**src/rtl/prio_irq_encoder.sv**
```systemverilog
`default_nettype none
// ============================================================================
// prio_irq_encoder : sticky, maskable request capture with fixed or
//                    round-robin priority selection and a valid/ready output.
// Revision 1.0
// ============================================================================
module prio_irq_encoder #(
    parameter int N       = 8,
    parameter int W       = $clog2(N),
    parameter bit RR_MODE = 1'b0
) (
    input  logic         clk,
    input  logic         rst_n,
    input  logic [N-1:0] req,
    input  logic [N-1:0] mask,
    output logic [W-1:0] idx,
    output logic         valid,
    input  logic         ready,
    output logic [N-1:0] pending,
    output logic         any_pending
);

    localparam logic [0:0] S_IDLE    = 1'b0;
    localparam logic [0:0] S_PRESENT = 1'b1;

    logic [0:0]   state_q, state_d;
    logic [N-1:0] pending_q, pending_d;
    logic [W-1:0] idx_q, idx_d;
    logic [W-1:0] ptr_q, ptr_d;
    logic [W-1:0] sel;
    logic [N-1:0] clr;
    logic         accept;
    logic         found;
    int           cand;
    logic [W-1:0] cand_w;

    assign accept = (state_q == S_PRESENT) && ready;
    assign clr    = accept ? ({{(N-1){1'b0}}, 1'b1} << idx_q) : '0;

    // Set wins over clear so a request still high in its accept cycle re-pends.
    assign pending_d = (pending_q & ~clr) | (req & mask);
    assign ptr_d     = !accept ? ptr_q : ((idx_q == '0) ? W'(N - 1) : idx_q - 1'b1);

    always_comb begin
        sel    = '0;
        found  = 1'b0;
        cand   = 0;
        cand_w = '0;
        if (RR_MODE) begin
            // Walk downward from ptr with wrap; the first pending bit wins.
            for (int i = 0; i < N; i++) begin
                cand = int'(ptr_q) - i;
                if (cand < 0) begin
                    cand = cand + N;
                end
                cand_w = W'(cand);
                if (!found && pending_q[cand_w]) begin
                    found = 1'b1;
                    sel   = cand_w;
                end
            end
        end else begin
            for (int i = 0; i < N; i++) begin
                if (pending_q[i]) begin
                    sel = W'(i);
                end
            end
        end
    end

    always_ff @(posedge clk) begin
        if (!rst_n) begin
            state_q   <= S_IDLE;
            pending_q <= '0;
            idx_q     <= '0;
            ptr_q     <= W'(N - 1);
        end else begin
            state_q   <= state_d;
            pending_q <= pending_d;
            idx_q     <= idx_d;
            ptr_q     <= ptr_d;
        end
    end

    always_comb begin
        state_d = state_q;
        idx_d   = idx_q;
        case (state_q)
            S_IDLE: begin
                if (pending_q != '0) begin
                    idx_d   = sel;
                    state_d = S_PRESENT;
                end
            end
            S_PRESENT: begin
                if (ready) begin
                    state_d = S_IDLE;
                end
            end
            default: state_d = S_IDLE;
        endcase
    end

    always_comb begin
        valid       = (state_q == S_PRESENT);
        idx         = idx_q;
        pending     = pending_q;
        any_pending = |pending_q;
    end

endmodule
`default_nettype wire

```
**config.mk**
```make
export PLATFORM = sky130hd
export DESIGN_NAME = prio_irq_encoder
export DESIGN_NICKNAME = d
export VERILOG_FILES = /design/src/rtl/prio_irq_encoder.sv
export SDC_FILE = /design/constraint.sdc
export NUM_CORES = 1
export LEC_CHECK = 0
export ABC_AREA = 1
export BUFFER_PORTS_ARGS = -buffer_cell sky130_fd_sc_hd__buf_4
export CAP_MARGIN = 20
export CORE_UTILIZATION = 39
export CTS_BUF_LIST = sky130_fd_sc_hd__clkbuf_8
export CTS_CLUSTER_DIAMETER = 120
export DETAILED_ROUTE_END_ITERATION = 12
export GPL_ROUTABILITY_DRIVEN = 0
export PLACE_DENSITY = 0.75
export SYNTH_ARGS = -nofsm -noshare
export SYNTH_HDL_FRONTEND = slang
export SYNTH_SLANG_ARGS = --single-unit
```
**constraint.sdc**
```tcl
create_clock -name clk -period 1 [get_ports clk]
set_clock_uncertainty 0.2 [all_clocks]
set_input_delay 0.1 -clock clk [delete_from_list [all_inputs] [get_ports clk]]
set_output_delay 0.1 -clock clk [all_outputs]
set_load 0.02 [all_outputs]
```
==> impl_metrics.env, run 1 <==
export IMPL_synth_cell_types=15
export IMPL_ios=32
export IMPL_yosys_area_top_type="dfxtp_1"
export IMPL_start_util_pct=42.6
export IMPL_outcome="stopped before the end"
export IMPL_rows=13
export IMPL_cts_path_max_buffers=2
export IMPL_cts_root_buf="clkbuf_8"
export IMPL_die_h_um=40.0
export IMPL_die_x_um=40.0
export IMPL_firstError="[ERROR DPL-0038] Utilization greater than 100%, impossible to legalize"
export IMPL_numCtsBuffers=3
export IMPL_synth_top_cells_by_area="dfxtp_1 (43%), nand2_1 (17%), a21oi_1 (8.0%)"
export IMPL_syn_area_per_cell_um2=6.69
export IMPL_haltStage="clock tree synthesis"
export IMPL_syn_num_nets=103
export IMPL_synth_top_area_share_pct=42.8
export IMPL_yosysWarnings=0
export IMPL_syn_area_um2=562
export IMPL_postCtsResizedCells=39
export IMPL_dp_hpwl_um=1190
export IMPL_cts_setup_buffers=5
export IMPL_ys_seq_area_share_pct=42.8
export IMPL_portBuffers=31
export IMPL_clock_sinks=12
export IMPL_synth_cells=84
export IMPL_cts_htree_levels=1
export IMPL_synth_ff_latch_count=12
export IMPL_holdBufCountCts=17
==> stage by stage <==
step / worst slack [ns] / std cells / util (%) / cell area, um2 / hold slack (ns)
after global placement: -0.190 / 139 / 72.4 / 953 / 0.147
after detailed placement: -0.190 / 139 / 72.4 / 953 / 0.152
after floorplan: -0.162 / 84 / - / 634 / 0.0132
==> cells in the mapped netlist, drive strengths merged <==
cell    number
or2          1
a21boi       1
a211oi       1
nand2       27
nand3        1
o21ai        9
a21oi       10
dfxtp       12
nor2        10
inv         12
==> cells by family after synthesis <==
| group | synth area share [%] |
|---|---|
| and+or+nand+nor | 29.0 |
| DFF | 42.8 |
| buffers and inverters | 8.02 |
| AOI/OAI and AO/OA | 20.3 |
==> run 2: changes to the inputs <==
- CORE_AREA: default -> 2 2 63 65
- CORE_UTILIZATION: 39 -> default
- CTS_BUF_LIST: sky130_fd_sc_hd__clkbuf_8 -> default
- CTS_CLUSTER_DIAMETER: 120 -> default
- DIE_AREA: default -> 0 0 65 67
- PLACE_DENSITY: 0.75 -> default
- PLACE_DENSITY_LB_ADDON: default -> 0.15
- clock period: 1 -> 1.3 ns (I/O delays scaled with it)
==> run 2 against run 1 <==
The flow now finishes, with violations (negative hold slack, negative setup slack). Area after synthesis unchanged. Synthesized cell count unchanged.
==> impl_metrics.env, run 2 <==
export IMPL_outcome="complete, but fails checks"
export IMPL_violations="negative hold slack, negative setup slack"
export IMPL_antenna_cells=0
export IMPL_final_cells=191
export IMPL_first_global_vias=760
export IMPL_fin_crit_sh_pct=103
export IMPL_drcViolationCount=0
export IMPL_final_hold_viol_count=1
export IMPL_ys_flop_type="dfxtp_1"
export IMPL_tritoncts="built"
export IMPL_vias=721
export IMPL_worst_slew_pin_slew_ns=0.209
export IMPL_clock_latency_ns=0.25
export IMPL_yosys_area_top_type="dfxtp_1"
export IMPL_dpl_instance_area_um2=865
export IMPL_fin_nets=163
export IMPL_critPathMaxFanout=4
export IMPL_finalCriticalPeriod_ns=1.34
export IMPL_firstDrtPassIters=3
export IMPL_area_growth_syn_to_layout_pct=113
export IMPL_antenna_left=0
export IMPL_end_kind="primary output"
export IMPL_p_total_uw=1270
export IMPL_portBuffers=31
export IMPL_grt_pass1_wl_um=3180
export IMPL_yosys_top_cells_count="nand2_1 (25), dfxtp_1 (12), inv_1 (11)"
export IMPL_synth_ff_latch_count=12
export IMPL_synth_top_area_share_pct=42.8
export IMPL_leakage_uw=0.000563
export IMPL_start_util_pct=15.6
export IMPL_grt_ovfl_total=0
export IMPL_arrival_ns=1.01
export IMPL_path_clk_slew_ns=0.06
export IMPL_antenna_found_initial=0
export IMPL_dp_hpwl_um=1390
export IMPL_layout_commonest_cell="buf_4"
export IMPL_yosysWarnings=0
export IMPL_rsz0062_at_grt="true"
export IMPL_grt_usage_pct=9.88
export IMPL_setup_slack_ns=-0.0383
export IMPL_fin_area_um2=1200
export IMPL_synth_top_cells_by_area="dfxtp_1 (43%), nand2_1 (17%), a21oi_1 (8.0%)"
export IMPL_drive_gt1_share_pct=47.6
export IMPL_drv_slew=0
export IMPL_syn_area_per_cell_um2=6.69
export IMPL_wl_per_cell_um=10.0
export IMPL_crit_path_start_kind="flip-flop"
export IMPL_powerDensity_nw_per_um2=1060
export IMPL_crit_required_ns=0.97
export IMPL_synth_cell_types=15
export IMPL_grt_max_degree=11
export IMPL_die_h_um=67
export IMPL_cts_path_max_buffers=2
export IMPL_ir_worst_vdd_v=0.000242
export IMPL_cts_root_buf="clkbuf_8"
export IMPL_relSlewSlack_pct=86.0
export IMPL_max_cap_viol_count=0
export IMPL_seq_area_um2=254
export IMPL_cts_htree_levels=1
export IMPL_critPathKind="reg -> out"
export IMPL_multi_input_comb_area_um2=320
export IMPL_numCtsBuffers=3
export IMPL_largest_reg_flops=8
export IMPL_routed_wl_um=1910
export IMPL_rows=22
export IMPL_fin_setup_tns_ns=-0.0383
export IMPL_synth_cells=84
export IMPL_synth_edf_count=0
export IMPL_async_flop_share_pct=0
export IMPL_syn_area_um2=562
export IMPL_die_x_um=65
export IMPL_holdWs_ns=-0.0103
export IMPL_syn_num_nets=103
export IMPL_core_area_um2=3610
export IMPL_viasPerCell=3.77
export IMPL_die_area_um2=4360
export IMPL_most_common_layout_cells="buf_4 (36), nand2_1 (23), dlygate4sd3_1 (17)"
export IMPL_timing_fmax_mhz=747
export IMPL_ios=32
export IMPL_synth_most_common_cell="nand2_1"
export IMPL_ys_seq_area_share_pct=42.8
export IMPL_hold_class="in -> reg"
export IMPL_nFillCells=393
export IMPL_placed_cells=163
export IMPL_drt_iter0_drc=10
export IMPL_setup_viol=1
export IMPL_clock_sinks=12
## run 2: cell counts after synthesis
No cell type changed its count.
## run 2: where the power goes
group / total, uW / internal (uW) / leakage, uW / switching [uW]
registers: 447 / 406 / 0.000103 / 40.7
logic: 401 / 207 / 0.000431 / 193
clock network: 421 / 268 / 0.0000288 / 153
## run 2: worst paths after layout
| kind | end | depth (start not counted) | slack [ns] | start |
|---|---|---|---|---|
| worst max register to register | idx[0] | 7 | 0.04 | pending[1] |
| worst min register to register | pending[3] | 2 | 0.31 | pending[3] |
| worst max-delay path | any_pending | 5 | -0.04 | pending[1] |
| worst min-delay path | valid | 4 | -0.01 | ready |
## run 2: cell families (layout without fill, tap and decap cells)
kind of cell	count (synthesis)	after routing	synth area share [%]
DFF	12	12	42.8
AOI/OAI and AO/OA	21	21	20.3
and+or+nand+nor	39	39	29.0
buffers and inverters	12	71	8.02
## run 2: stage by stage
stage | utilization (%) | worst slack [ns]
final | 33.2 | -0.0383
after global routing | 33.2 | -0.0785
after CTS | 31.9 | -0.0458
after detailed placement | 24.0 | 0.0572
after global placement | 24.0 | 0.0679
after floorplan | - | 0.0117
## run 2: timing repair
action | 4_1_cts | 5_1_grt
gates cloned | 0 | 0
resized for setup | 7 | 15
pin swaps | 4 | 2
hold buffers | 17 | 0
hold endpoints to repair | 11 | 0
setup endpoints to repair | 1 | 12
buffers inserted | 6 | 1
## run 2: worst max-delay path, stage by stage, from the launching register on
cell	delay, ns
dfxtp_4	0.36
nor2_4	0.11
nand2_2	0.06
inv_2	0.05
nand2_2	0.06
buf_6	0.13
## run 2: area by class of cell
type	count	share of cell area (%)
clock buffers	4	4.60
well taps	48	5.02
inverters	12	3.76
flip-flops and latches	12	21.2
multi-input cells	60	26.8
repair buffers	55	38.7
## run 2: layer usage
metal,vias to the layer above,share of wire [%],GRT usage (%)
li1,385,-,-
met2,22,48,17.9
met3,5,4.4,1.69
met1,309,44,10.2
met5,-,0,0
met4,0,3.1,7.18
Power figures use the tool's default switching activity.
==> run 3: changes to the inputs <==
--- a/config.mk
+++ b/config.mk
@@ -15,2 +15,3 @@
 export PLACE_DENSITY_LB_ADDON = 0.15
+export REMOVE_ABC_BUFFERS = 1
 export SYNTH_ARGS = -nofsm -noshare
==> constraint.sdc (replaced) <==
create_clock -name clk -period 1.3 [get_ports clk]
set_clock_uncertainty 0.2 [all_clocks]
set_input_delay 0.195 -clock clk [delete_from_list [all_inputs] [get_ports clk]]
set_output_delay 0.195 -clock clk [all_outputs]
set_load 0.02 [all_outputs]
==> run 3 against run 2 <==
The flow finishes with violations (negative setup slack). Routed wire length is 9.5% lower. Non-clock buffer count shrank 16. Final area down 16%. Critical path depth unchanged. Final cell count shrank 8.9%. Worst hold slack gained 0.013 ns. Sequential cell count is the same. Sequential power decreased by 1%. Clock-buffer cell count shrank 1. Setup slack worse by 0.028 ns. Critical path type unchanged. Largest cell class is now multi-input combinational cells. Largest power group unchanged.
==> impl_metrics.env, run 3 (synthesis results as in run 2) <==
export IMPL_outcome="complete, but fails checks"
export IMPL_violations="negative setup slack"
export IMPL_vias=652
export IMPL_cpMaxStageDelayCell="dfxtp_2"
export IMPL_cpPeakStageDelay_ns=0.33
export IMPL_die_area_um2=4360
export IMPL_powerDensity_nw_per_um2=1130
export IMPL_dp_slack_ns=0.0617
export IMPL_core_area_um2=3610
export IMPL_numCtsBuffers=3
export IMPL_internal_power_uw=779
export IMPL_area_growth_syn_to_layout_pct=78.8
export IMPL_timing_fmax_mhz=732
export IMPL_grt_usage_pct=8.53
export IMPL_dp_hpwl_um=1370
export IMPL_largest_reg_flops=8
export IMPL_holdWs_ns=0.00244
export IMPL_arrival_ns=0.97
export IMPL_cts_htree_levels=1
export IMPL_wl_per_cell_um=9.95
export IMPL_critPathKind="reg -> out"
export IMPL_cts_path_max_buffers=2
export IMPL_critPathMaxFanout=2
export IMPL_cts_root_buf="clkbuf_8"
export IMPL_fin_nets=147
export IMPL_drcViolationCount=0
export IMPL_ir_worst_vdd_v=0.000333
export IMPL_end_kind="primary output"
export IMPL_crit_required_ns=0.90
export IMPL_firstDrtPassIters=3
export IMPL_drt_iter0_drc=12
export IMPL_most_common_layout_cells="buf_4 (38), nand2_1 (24), inv_1 (9), a21oi_1 (9), dfxtp_2 (7)"
export IMPL_seqPwrFrac_pct=38.9
export IMPL_antenna_found_initial=0
export IMPL_finalCriticalPeriod_ns=1.37
export IMPL_layout_commonest_cell="buf_4"
export IMPL_die_h_um=67
export IMPL_fin_crit_sh_pct=105
export IMPL_die_x_um=65
export IMPL_drive_gt1_share_pct=51.6
export IMPL_path_common_cell="nand2_2"
export IMPL_setup_slack_ns=-0.0663
export IMPL_antenna_cells=0
export IMPL_power_switching_uw=354
export IMPL_holdBufCountCts=0
export IMPL_comb_power_share_pct=31.2
export IMPL_setup_viol=1
export IMPL_portBuffers=31
export IMPL_first_global_vias=623
export IMPL_rows=22
export IMPL_fin_setup_tns_ns=-0.0663
export IMPL_crit_path_cell_trace="nor2_4, nand2_2, inv_2, nand2_2, buf_6"
export IMPL_tritoncts="built"
export IMPL_antenna_left=0
export IMPL_max_cap_viol_count=0
export IMPL_path_clk_slew_ns=0.06
export IMPL_grt_max_degree=11
export IMPL_crit_path_start_kind="flip-flop"
export IMPL_routed_wl_um=1730
export IMPL_relSlewSlack_pct=86.3
export IMPL_drv_slew=0
export IMPL_worst_slew_pin_slew_ns=0.205
export IMPL_ios=32
export IMPL_rsz0062_at_grt="true"
export IMPL_grt_ovfl_total=0
export IMPL_start_util_pct=15.6
export IMPL_leakage_uw=0.000485
export IMPL_clkPwrFrac_pct=29.8
export IMPL_grt_pass1_wl_um=2790
export IMPL_clock_latency_ns=0.24
export IMPL_hold_class="in -> reg"
export IMPL_viasPerCell=3.75
export IMPL_final_hold_viol_count=0
export IMPL_clock_sinks=12
export IMPL_p_sw_share_pct=31.2
[run 3: cell types whose count changed in the layout (fill, tap and decap cells not counted), sizes merged]
cell	change
dlygate4sd3	-17
buf	+1
clkbuf	-1
[run 3: metrics by stage]
step | total power, uW | cells | utilization, % | instance area, um2
2_1_floorplan | 607 | 84 | - | 562
3_3_place_gp | 759 | 167 | 24.5 | 885
3_5_place_dp | 758 | 167 | 24.5 | 885
4_1_cts | 1130 | 174 | 27.4 | 987
5_1_grt | 1210 | 174 | 27.9 | 1000
6_report | 1130 | 174 | 27.9 | 1000
[run 3: layer usage]
metal	wire, um	vias to the layer above	global-route usage, %
li1	-	349	-
met4	22	0	3.99
met2	797	21	12.4
met3	124	2	2.20
met5	0	-	0
met1	788	280	11.7
[run 3: power by group through the flow]
stage	combinational (uW)	sequential [uW]	clock, uW
floorplan	126	481	0
global placement	316	443	0
detailed placement	314	443	0
CTS	347	440	344
global route	393	448	373
finish	354	441	338
[run 3: critical path, delay by kind of cell, from the launching register on]
kind	cells	cell delay, ns
flip-flops	1	0.33
AND/OR/NAND/NOR	3	0.23
buffers and inverters	2	0.18
[run 3: final timing paths]
kind	slack, ns	startpoint	end	cells past startpoint
hold / removal	0.002	rst_n	idx[1]	3
setup reg to reg	0.03	pending[0]	idx[0]	7
hold reg to reg	0.30	pending[2]	pending[2]	2
setup / recovery	-0.07	pending[4]	any_pending	5
[run 3: area by class of cell]
class | instances | area (um2)
clock buffers | 3 | 41.3
fillers | 422 | 2600
inverters | 12 | 45.0
multi-input cells | 60 | 305
flip-flops and latches | 12 | 256
well taps | 48 | 60.1
repair buffers | 39 | 297
[run 3: timing repair]
action,CTS,global route
buffers inserted,4,0
pin swaps,5,5
resized for setup,15,8
setup endpoints to repair,1,14
==> run 4: changes to the inputs <==
--- a/config.mk
+++ b/config.mk
@@ -11,2 +11,3 @@
 export CORE_AREA = 2 2 63 65
+export CTS_CLUSTER_SIZE = 12
 export DETAILED_ROUTE_END_ITERATION = 12
@@ -15,3 +16,2 @@
 export PLACE_DENSITY_LB_ADDON = 0.15
-export REMOVE_ABC_BUFFERS = 1
 export SYNTH_ARGS = -nofsm -noshare
==> constraint.sdc (replaced) <==
create_clock -name clk -period 1.3 [get_ports clk]
set_clock_uncertainty 0.2 [all_clocks]
set_input_delay 0.26 -clock clk [delete_from_list [all_inputs] [get_ports clk]]
set_output_delay 0.26 -clock clk [all_outputs]
set_load 0.02 [all_outputs]
==> run 4 against run 3 <==
The flow still finishes with violations (negative setup slack). Fmax is 6.9% lower. Combinational power is 5.9% higher. Power is 8.9% higher. Clock power rose by 23%. Sequential power is essentially flat. Critical path type unchanged.
==> impl_metrics.env, run 4 (synthesis results as in run 2) <==
export IMPL_outcome="complete, but fails checks"
export IMPL_violations="negative setup slack"
export IMPL_layout_commonest_cell="buf_4"
export IMPL_die_area_um2=4360
export IMPL_setup_viol=3
export IMPL_cts_root_buf="clkbuf_8"
export IMPL_firstDrtPassIters=4
export IMPL_reg2reg_setup_slack_ns=-0.03
export IMPL_start_util_pct=15.6
export IMPL_min_from="mask[4]"
export IMPL_cts_path_max_buffers=2
export IMPL_fin_nets=149
export IMPL_crit_path_start_kind="flip-flop"
export IMPL_core_area_um2=3610
export IMPL_ir_worst_vdd_v=0.000282
export IMPL_hold_end="pending[4]"
export IMPL_antenna_found_initial=0
export IMPL_arrival_ns=1.01
export IMPL_cts_htree_levels=1
export IMPL_antenna_cells=0
export IMPL_dp_hpwl_um=1410
export IMPL_worst_slew_pin_slew_ns=0.194
export IMPL_grt_ovfl_total=0
export IMPL_holdWs_ns=0.0639
export IMPL_drive_gt1_share_pct=55.0
export IMPL_drcViolationCount=0
export IMPL_die_x_um=65
export IMPL_final_hold_viol_count=0
export IMPL_die_h_um=67
export IMPL_critPathKind="reg -> out"
export IMPL_crit_required_ns=0.84
export IMPL_drv_slew=0
export IMPL_leakage_uw=0.000512
export IMPL_holdBufCountCts=0
export IMPL_critPathMaxFanout=2
export IMPL_grt_max_degree=11
export IMPL_numCtsBuffers=3
export IMPL_relSlewSlack_pct=86.9
export IMPL_rsz0062_at_grt="true"
export IMPL_tritoncts="built"
export IMPL_finalCriticalPeriod_ns=1.47
export IMPL_portBuffers=31
export IMPL_clock_sinks=12
export IMPL_wl_per_cell_um=10.3
export IMPL_grt_usage_pct=8.98
export IMPL_dp_slack_ns=0.00981
export IMPL_most_common_layout_cells="buf_4 (28), nand2_1 (23), buf_6 (13)"
export IMPL_antenna_left=0
export IMPL_r2r_start="pending[7]"
export IMPL_hold_class="in -> reg"
export IMPL_rr_endpoint="idx[0]"
export IMPL_worstRegToRegCells=7
export IMPL_largest_reg_flops=8
export IMPL_hold_depth=3
export IMPL_timing_fmax_mhz=681
export IMPL_powerDensity_nw_per_um2=1150
export IMPL_max_cap_viol_count=0
export IMPL_routed_wl_um=1820
export IMPL_end_kind="primary output"
export IMPL_first_global_vias=642
export IMPL_viasPerCell=3.77
export IMPL_grt_pass1_wl_um=2830
export IMPL_drt_iter0_drc=16
export IMPL_area_growth_syn_to_layout_pct=90.6
export IMPL_ios=32
export IMPL_path_clk_slew_ns=0.06
export IMPL_vias=667
export IMPL_fin_crit_sh_pct=113
export IMPL_setup_slack_ns=-0.167
export IMPL_rows=22
export IMPL_clock_latency_ns=0.24
-- run 4: metal layers --
| metal | routed length, um | global-route usage [%] | share of wire (%) |
|---|---|---|---|
| met1 | 799 | 10.6 | 44 |
| met2 | 865 | 14.4 | 48 |
| met3 | 114 | 1.86 | 6.3 |
| met4 | 38 | 6.38 | 2.1 |
| met5 | 0 | 0 | 0 |
-- run 4: repair_timing --
action                                  4_1_cts  5_1_grt
buffers inserted                              6        2
gates resized for setup                      16       14
pin swaps                                     5        1
endpoints found under the setup margin        4       20
-- run 4: per-stage QoR --
stage                     total power, uW  cells  instance area, um2  utilization [%]  TNS, ns
final                                1230    177                1070             29.7   -0.212
after global routing                 1320    177                1070             29.7   -0.511
after CTS                            1240    176                1040             28.7   -0.179
after detailed placement              759    166                 887             24.6        0
after global placement                759    166                 887             24.6        0
after floorplan                       611     84                 572                -        0
-- run 4: power breakdown --
part / switching [uW] / leakage (uW) / total, uW / internal, uW
clock: 149 / 0.0000288 / 416 / 268
combinational: 189 / 0.000380 / 375 / 186
sequential: 35.0 / 0.000103 / 443 / 408
-- run 4: area by class of cell --
type,count,area (um2)
flip-flops and latches,12,256
clock buffers,4,55.1
well taps,48,60.1
repair buffers,41,357
inverters,12,45.0
multi-input cells,60,298
fillers,399,2530
-- run 4: worst max path at each step --
stage / end / cells after the start / slack (ns) / from
after floorplan: idx[0] / 7 / 0.01 / pending[6]
after global placement: any_pending / 5 / 0.01 / pending[4]
after global routing: any_pending / 5 / -0.22 / pending[1]
after detailed placement: any_pending / 5 / 0.01 / pending[4]
final: any_pending / 5 / -0.17 / pending[7]
after CTS: any_pending / 5 / -0.16 / pending[7]
-- run 4: worst max-delay path: stages, from the launching register on --
cell and delay, ns:
dfxtp_2 0.33, nor2_2 0.12, nand2_2 0.07, inv_2 0.05
nand2_2 0.06, buf_6 0.13
